**src/rtl/tt_sweep_pkg.sv**
```systemverilog
// Shared types and constants for the truth-table sweep controller.
package tt_sweep_pkg;

  typedef enum logic [1:0] {
    StIdle,
    StDrive,
    StDone
  } sweep_state_e;

  localparam int unsigned NInDefault = 4;

  function automatic int unsigned tt_width(input int unsigned n_in);
    return 32'd1 << n_in;
  endfunction

endpackage

```
**src/rtl/tt_settle_timer.sv**
```systemverilog
// Load/decrement settle counter; zero_o flags that the current vector has settled.
module tt_settle_timer #(
  parameter int unsigned SETTLE_CYC = 2
) (
  input  logic clk_i,
  input  logic rst_i,
  input  logic load_i,
  input  logic dec_i,
  output logic zero_o
);

  // Keep at least one bit so SETTLE_CYC == 0 still yields a legal register.
  localparam int unsigned CntW = (SETTLE_CYC > 0) ? $clog2(SETTLE_CYC + 1) : 1;
  localparam logic [CntW-1:0] LoadVal = CntW'(SETTLE_CYC);

  logic [CntW-1:0] cnt_q;

  always_ff @(posedge clk_i) begin
    if (rst_i) begin
      cnt_q <= '0;
    end else if (load_i) begin
      cnt_q <= LoadVal;
    end else if (dec_i && (cnt_q != '0)) begin
      cnt_q <= cnt_q - CntW'(1);
    end
  end

  assign zero_o = (cnt_q == '0);

endmodule

```
**src/rtl/tt_sweep_ctrl.sv**
```systemverilog
// Sweeps every input vector of a truth-table gate, records the response table
// and compares it against a reference latched at start.
module tt_sweep_ctrl
  import tt_sweep_pkg::*;
#(
  parameter int unsigned N_IN       = NInDefault,
  parameter int unsigned SETTLE_CYC = 2,
  localparam int unsigned TT_W      = tt_width(N_IN)
) (
  input  logic            clk,
  input  logic            rst,
  input  logic            start,
  input  logic            abort,
  input  logic [TT_W-1:0] expected,
  output logic [N_IN-1:0] gate_in,
  input  logic            gate_out,
  output logic            busy,
  output logic            done,
  output logic            result_valid,
  output logic [TT_W-1:0] tt,
  output logic            match,
  output logic [N_IN:0]   err_cnt,
  output logic [N_IN-1:0] first_err
);

  localparam int unsigned ErrW = N_IN + 1;
  localparam logic [N_IN-1:0] IdxLast = N_IN'(TT_W - 1);

  sweep_state_e    state_q;
  logic [N_IN-1:0] idx_q;
  logic            busy_q;
  logic            done_q;
  logic            rv_q;
  logic [TT_W-1:0] tt_q;
  logic [TT_W-1:0] exp_q;
  logic [N_IN:0]   err_cnt_q;
  logic [N_IN-1:0] first_err_q;

  logic            timer_load;
  logic            timer_dec;
  logic            timer_zero;
  logic [N_IN-1:0] bit_pos;
  logic            mismatch;

  // Index i lives at bit TT_W-1-i, which for TT_W = 2**N_IN is just ~i.
  assign bit_pos  = ~idx_q;
  assign mismatch = (gate_out != exp_q[bit_pos]);

  always_comb begin
    timer_load = 1'b0;
    timer_dec  = 1'b0;
    case (state_q)
      StIdle:  timer_load = start;
      StDrive: begin
        if (!abort) begin
          if (!timer_zero) begin
            timer_dec = 1'b1;
          end else if (idx_q != IdxLast) begin
            timer_load = 1'b1;
          end
        end
      end
      default: ;
    endcase
  end

  tt_settle_timer #(
    .SETTLE_CYC (SETTLE_CYC)
  ) u_settle_timer (
    .clk_i  (clk),
    .rst_i  (rst),
    .load_i (timer_load),
    .dec_i  (timer_dec),
    .zero_o (timer_zero)
  );

  always_ff @(posedge clk) begin
    if (rst) begin
      state_q     <= StIdle;
      idx_q       <= '0;
      busy_q      <= 1'b0;
      done_q      <= 1'b0;
      rv_q        <= 1'b0;
      tt_q        <= '0;
      exp_q       <= '0;
      err_cnt_q   <= '0;
      first_err_q <= '0;
    end else begin
      case (state_q)
        StIdle: begin
          done_q <= 1'b0;
          if (start) begin
            state_q     <= StDrive;
            idx_q       <= '0;
            busy_q      <= 1'b1;
            rv_q        <= 1'b0;
            tt_q        <= '0;
            exp_q       <= expected;
            err_cnt_q   <= '0;
            first_err_q <= '0;
          end
        end
        StDrive: begin
          if (abort) begin
            state_q <= StIdle;
            idx_q   <= '0;
            busy_q  <= 1'b0;
          end else if (timer_zero) begin
            tt_q[bit_pos] <= gate_out;
            if (mismatch) begin
              err_cnt_q <= err_cnt_q + ErrW'(1);
              if (err_cnt_q == '0) begin
                first_err_q <= idx_q;
              end
            end
            if (idx_q == IdxLast) begin
              state_q <= StDone;
              idx_q   <= '0;
              busy_q  <= 1'b0;
              done_q  <= 1'b1;
              rv_q    <= 1'b1;
            end else begin
              idx_q <= idx_q + N_IN'(1);
            end
          end
        end
        StDone: begin
          done_q  <= 1'b0;
          state_q <= StIdle;
        end
        default: state_q <= StIdle;
      endcase
    end
  end

  assign gate_in      = idx_q;
  assign busy         = busy_q;
  assign done         = done_q;
  assign result_valid = rv_q;
  assign tt           = tt_q;
  assign match        = rv_q && (tt_q == exp_q);
  assign err_cnt      = err_cnt_q;
  assign first_err    = first_err_q;

endmodule
```
**config.mk**
```make
export PLATFORM = sky130hd
export DESIGN_NAME = tt_sweep_ctrl
export DESIGN_NICKNAME = d
export VERILOG_FILES = /design/src/rtl/tt_sweep_pkg.sv /design/src/rtl/tt_settle_timer.sv /design/src/rtl/tt_sweep_ctrl.sv
export SDC_FILE = /design/constraint.sdc
export NUM_CORES = 1
export LEC_CHECK = 0
export ABC_AREA = 1
export ABC_CLOCK_PERIOD_IN_PS = 1600
export CORE_UTILIZATION = 57
export CTS_CLUSTER_DIAMETER = 120
export DETAILED_ROUTE_END_ITERATION = 8
export DONT_BUFFER_PORTS = 1
export GPL_ROUTABILITY_DRIVEN = 0
export PLACE_DENSITY_LB_ADDON = 0.25
export SLEW_MARGIN = 30
export SYNTH_ARGS = -nofsm -noshare
export SYNTH_HDL_FRONTEND = slang
export SYNTH_SLANG_ARGS = --single-unit
export TNS_END_PERCENT = 100
```
**constraint.sdc**
```tcl
create_clock -name clk -period 1.6 [get_ports clk]
set_clock_uncertainty 0.1 [all_clocks]
set_input_delay 0.24 -clock clk [delete_from_list [all_inputs] [get_ports clk]]
set_output_delay 0.24 -clock clk [all_outputs]
set_load 0.1 [all_outputs]
```
== Yosys cells after proc, flatten, opt, wreduce, memory -nomap -nowiden ==
Index checks and enable logic that the tools add are counted.

* Add/subtract/negate cells: 3
* Order comparisons: 2
* Equal/unequal tests: 14
* Mux-type cells: 49
* Bitwise logic cells: 1
* Reductions and logical operators: 21

{| class="wikitable"
|+ Operator list
! kind !! count
|-
| two-way mux 16 bit || 3
|-
| two-way mux 4 bit || 8
|-
| one-hot mux 16 bit (2 select lines) || 1
|-
| two-way mux 5 bit || 4
|-
| bitwise mux 16 bit || 1
|-
| equality test 16 bit || 1
|-
| two-way mux 1 bit || 16
|-
| one-hot mux 4 bit (2 select lines) || 2
|-
| two-way mux 2 bit || 6
|-
| != test 2 bit, second input constant || 6
|-
| AND reduction 4 bit || 3
|-
| one-hot mux 5 bit (2 select lines) || 1
|-
| AND reduction 5 bit || 2
|-
| one-hot mux 1 bit (2 select lines) || 4
|-
| nonzero test 2 bit || 4
|-
| != test 3 bit, second input constant || 2
|-
| AND reduction 3 bit || 2
|-
| AND reduction 6 bit || 1
|-
| adder 5 x 1 -> 5 bit, second input constant || 1
|-
| logical NOT 5 bit || 1
|-
| less-than comparator 4 x 5 -> 1 bit, second input constant || 1
|-
| adder 4 x 1 -> 4 bit, second input constant || 1
|-
| binary-select mux 1 bit (select 4 bit) || 1
|-
| demux 1 bit (select 4 bit) || 1
|-
| other kinds (13) || 17
|}

* Register bits after elaboration: 52
* Bits of input ports: 21
* Output and inout bits: 33
* Word-level logic and storage cells: 101

== Depth between registers and ports, before layout ==
* Word-level depth: 9
* Mapped depth: 14
* Depth with buffers taken out: 13

== By module ==
Synthesis repeated with hierarchy kept, for this count alone.

* Cells, all modules: 414
* Area total of the unflattened synthesis: 2792.7 um2

{| class="wikitable"
|+ Modules (own cells, without submodules)
! module !! times used !! cells an instance !! area an instance (um2) !! seq. area each (um2)
|-
| tt_sweep_ctrl || 1 || 395 || 2675.1 || 1001.0
|-
| tt_settle_timer || 1 || 19 || 117.6 || 40.0
|}

== Least setup slack after synthesis ==
Ideal clock, no wire load.

* Path type: register to output
* Start point: reg tt_q[5], in the netlist tt[5]
* End point: out match
* Arrival: 2839 ps
* Data required time: 1260 ps
* Setup slack: -1579 ps
* Stages on the path, launching flop included: 6
* Path buffers: 0
* Cell sequence: dfxtp_1 xnor2_1 o211ai_1 a221oi_1 nand3_1 nor2_1

* Cells in the longest elaborated chain, start to end: 2

{| class="wikitable"
|+ RTL lines
! item !! RTL line !! text
|-
| from (decl) || tt_sweep_ctrl.sv:34 || <nowiki>logic [TT_W-1:0] tt_q;</nowiki>
|-
| from (signal, indexed assignment) || tt_sweep_ctrl.sv:109 || <nowiki>tt_q[bit_pos] <= gate_out;</nowiki>
|-
| equality test 16 bit || tt_sweep_ctrl.sv:141 || <nowiki>assign match = rv_q && (tt_q == exp_q);</nowiki>
|-
| logical AND 1 bit || tt_sweep_ctrl.sv:141 ||
|-
| to (decl) || tt_sweep_ctrl.sv:21 || <nowiki>output logic match,</nowiki>
|}

No other way between the ends.

== Final worst setup path ==
* Start point: reg tt_q[4], in the netlist tt[4]
* End point: out match

Same word-level chain as after synthesis.

==> metrics.yaml <==
synth:
  synth_top_area_share: 0.375
  synth.distinct_cells: 39
  synth-seq-area-share: 0.375
  syn_area_per_cell_um2: 6.87
  synth_area_leaders: "dfxtp_1, nand2_1, a21oi_1"
  ys_seq_elements: 52
  synth_nets: 432
  synth_edf_count: 0
  syn-cell-area_um2: 2780
  ys_async_sr_fraction: 0
  synth_top_area_cell: "dfxtp_1"
  synthCells: 404
  yosysWarnings: 0
  synthFlopType: "dfxtp_1"
die:
  dieArea_um2: 5150
  num_rows: 25
  fp.dieH_um: 71.8
  die_w_um: 71.8
  start_util: 0.592
  io_pins: 54
  coreArea_um2: 4690
global_route:
  grt_pass1_vias: 2912
  grt_pass1_wl_um: 14200
  grt.total_usage: 0.361
  overflow: 0
  grt_max_degree: 36
  antenna_found_initial: 0
layout:
  final_common_cell: "buf_4"
  final_nets: 497
  drive_above_1_share: 0.481
  diodes: 0
  layout_common_cells: "buf_4, nand2_1, inv_1, o21ai_0"
  finish.utilization: 0.858
  final_area_um2: 4030
  fill_cells: 243
  area_growth_syn_to_layout_pct: 45.0
sta:
  fin_ws_ns: -0.412
  worst_pin_slew_ns: 1.28
  rsz0062_at_grt: "yes"
  finalCritPeriodShare: 1.26
  finalSetupViolCount: 25
  maxSlewHeadroom: 0.147
  final-hold-violation-count: 0
  max_freq_mhz: 497
  fin_crit_ns: 2.01
  drv_slew: 0
pwr:
  p_comb_frac: 0.333
  power_mw: 3.47
  intPower_mw: 2.17
  ir_drop_uv: 739
  power.density_nw_per_um2: 863
  switchingPower_mw: 1.31
  seq_power_share: 0.405
  leakagePower_nw: 1.81
  swShare: 0.376
  pwr-share-clk: 0.262
route:
  vias: 3282
  wl_per_cell_um: 19.8
  first_pass_iters: 5
  drc: 0
  drt_iter0_markers: 468
  ant_nets: 0
  routed_wl_um: 10400
  routed_via_density: 6.26
placed_design:
  hpwl_um: 5680
  placed_cell_area_um2: 3420
  portBuffers: 0
  dpl_worst_slack_ns: -0.140
cts:
  path_clk_slew_ns: 0.09
  clock-sinks: 52
  numCtsBuffers: 5
  clockBufferDepth: 2
  clock_tree.root_cell: "clkbuf_8"
  cts_tree: "done"
  htreeDepth: 2
  clock_latency_ns: 0.32
flow_run:
  cap_violations: 0
setup_path:
  crit_type: "reg2out"
  required_ns: 1.26
  cp.arrival_ns: 1.67
  end_kind: "output port"
  reg2reg_from: "exp_q[9]$_SDFFE_PP0N_"
  crit_path_start_kind: "flip-flop"
  critPathMaxFanout: 2
  startpoint: "tt[4]$_SDFFE_PP0P_"
run_status:
  violations: "negative setup slack"
  status: "complete, but fails checks"
worst_hold_path:
  hold_start: "expected[10]"
  hold_class: "in2reg"
==> final cells by class <==
cell class / instances / area, µm² / share of cell area
Tap cell: 54 / 67.6 / 0.0168
Inverter: 48 / 188 / 0.0466
Timing Repair Buffer: 74 / 638 / 0.159
Sequential cell: 52 / 1130 / 0.280
Multi-Input combinational cell: 288 / 1900 / 0.472
Clock buffer: 6 / 72.6 / 0.0180
Clock inverter: 2 / 35.0 / 0.00870
==> final timing paths <==
kind,end,slack (ns),cells past startpoint
setup / recovery,match,-0.41,5
hold / removal,exp_q[10]$_SDFFE_PP0N_,0.02,2
setup reg to reg,err_cnt[4]$_SDFFE_PP0P_,-0.30,12
hold reg to reg,exp_q[7]$_SDFFE_PP0N_,0.39,2
==> kinds of logic after synthesis <==
logic type | share of synthesized area
simple gates | 0.263
fa+ha+maj | 0.0315
buf+inv | 0.105
flops | 0.375
xor+xnor | 0.00947
compound gates | 0.216
==> flip-flops by register name, indices dropped and copies added (netlist names) <==
register,flops
exp_q,16
tt,16
err_cnt,5
first_err,4
gate_in,4
state_q,2
u_settle_timer.cnt_q,2
busy,1
done,1
result_valid,1
==> timing repair <==
item                                    4_1_cts  5_1_grt
cloned                                        2        1
gates resized for setup                      33      100
endpoints found under the hold margin        23        0
setup buffers                                 4        1
endpoints found under the setup margin       28       37
pin swaps                                    19       34
hold buffers                                  1        0
==> Yosys cell counts, types with 4 or more instances <==
library cell / instances
dfxtp_1: 52
o21ai_0: 42
ha_1: 7
nand3_1: 20
inv_2: 4
inv_1: 43
or2_2: 4
a211oi_1: 4
nor2_1: 45
nand2_1: 83
a21oi_1: 50
clkbuf_1: 9
==> critical path: stages (launching register included) <==
cell and delay (ns):
dfxtp_4 0.36, or2_4 0.24, a221oi_2 0.26, nand3_1 0.16, nor2_4 0.15, buf_12 0.18
==> power groups by stage <==
stage	sequential, mW	clock, mW	combinational, mW
final	1.41	0.910	1.16
after global routing	1.41	0.955	1.22
after CTS	1.40	0.903	1.01
after detailed placement	1.43	0	0.908
after global placement	1.42	0	0.890
after floorplan	1.67	0	0.458
==> metal layers <==
| layer | share of wire | global-route usage | up-vias |
|---|---|---|---|
| met4 | 0.054 | 0.194 | 0 |
| met1 | 0.35 | 0.423 | 1500 |
| li1 | - | - | 1459 |
| met5 | 0 | 0 | - |
| met2 | 0.48 | 0.604 | 257 |
| met3 | 0.11 | 0.0914 | 66 |
==> per-stage QoR <==
step	std cells	hold WS, ns	setup TNS (ns)
after CTS	522	0.0183	-1.18
after detailed placement	507	0.204	-1.47
after global placement	507	0.203	-0.732
final	524	0.0179	-5.16
after global routing	524	0.0309	-6.80
after floorplan	404	0.295	-2.24
Power figures use the tool's default switching activity.
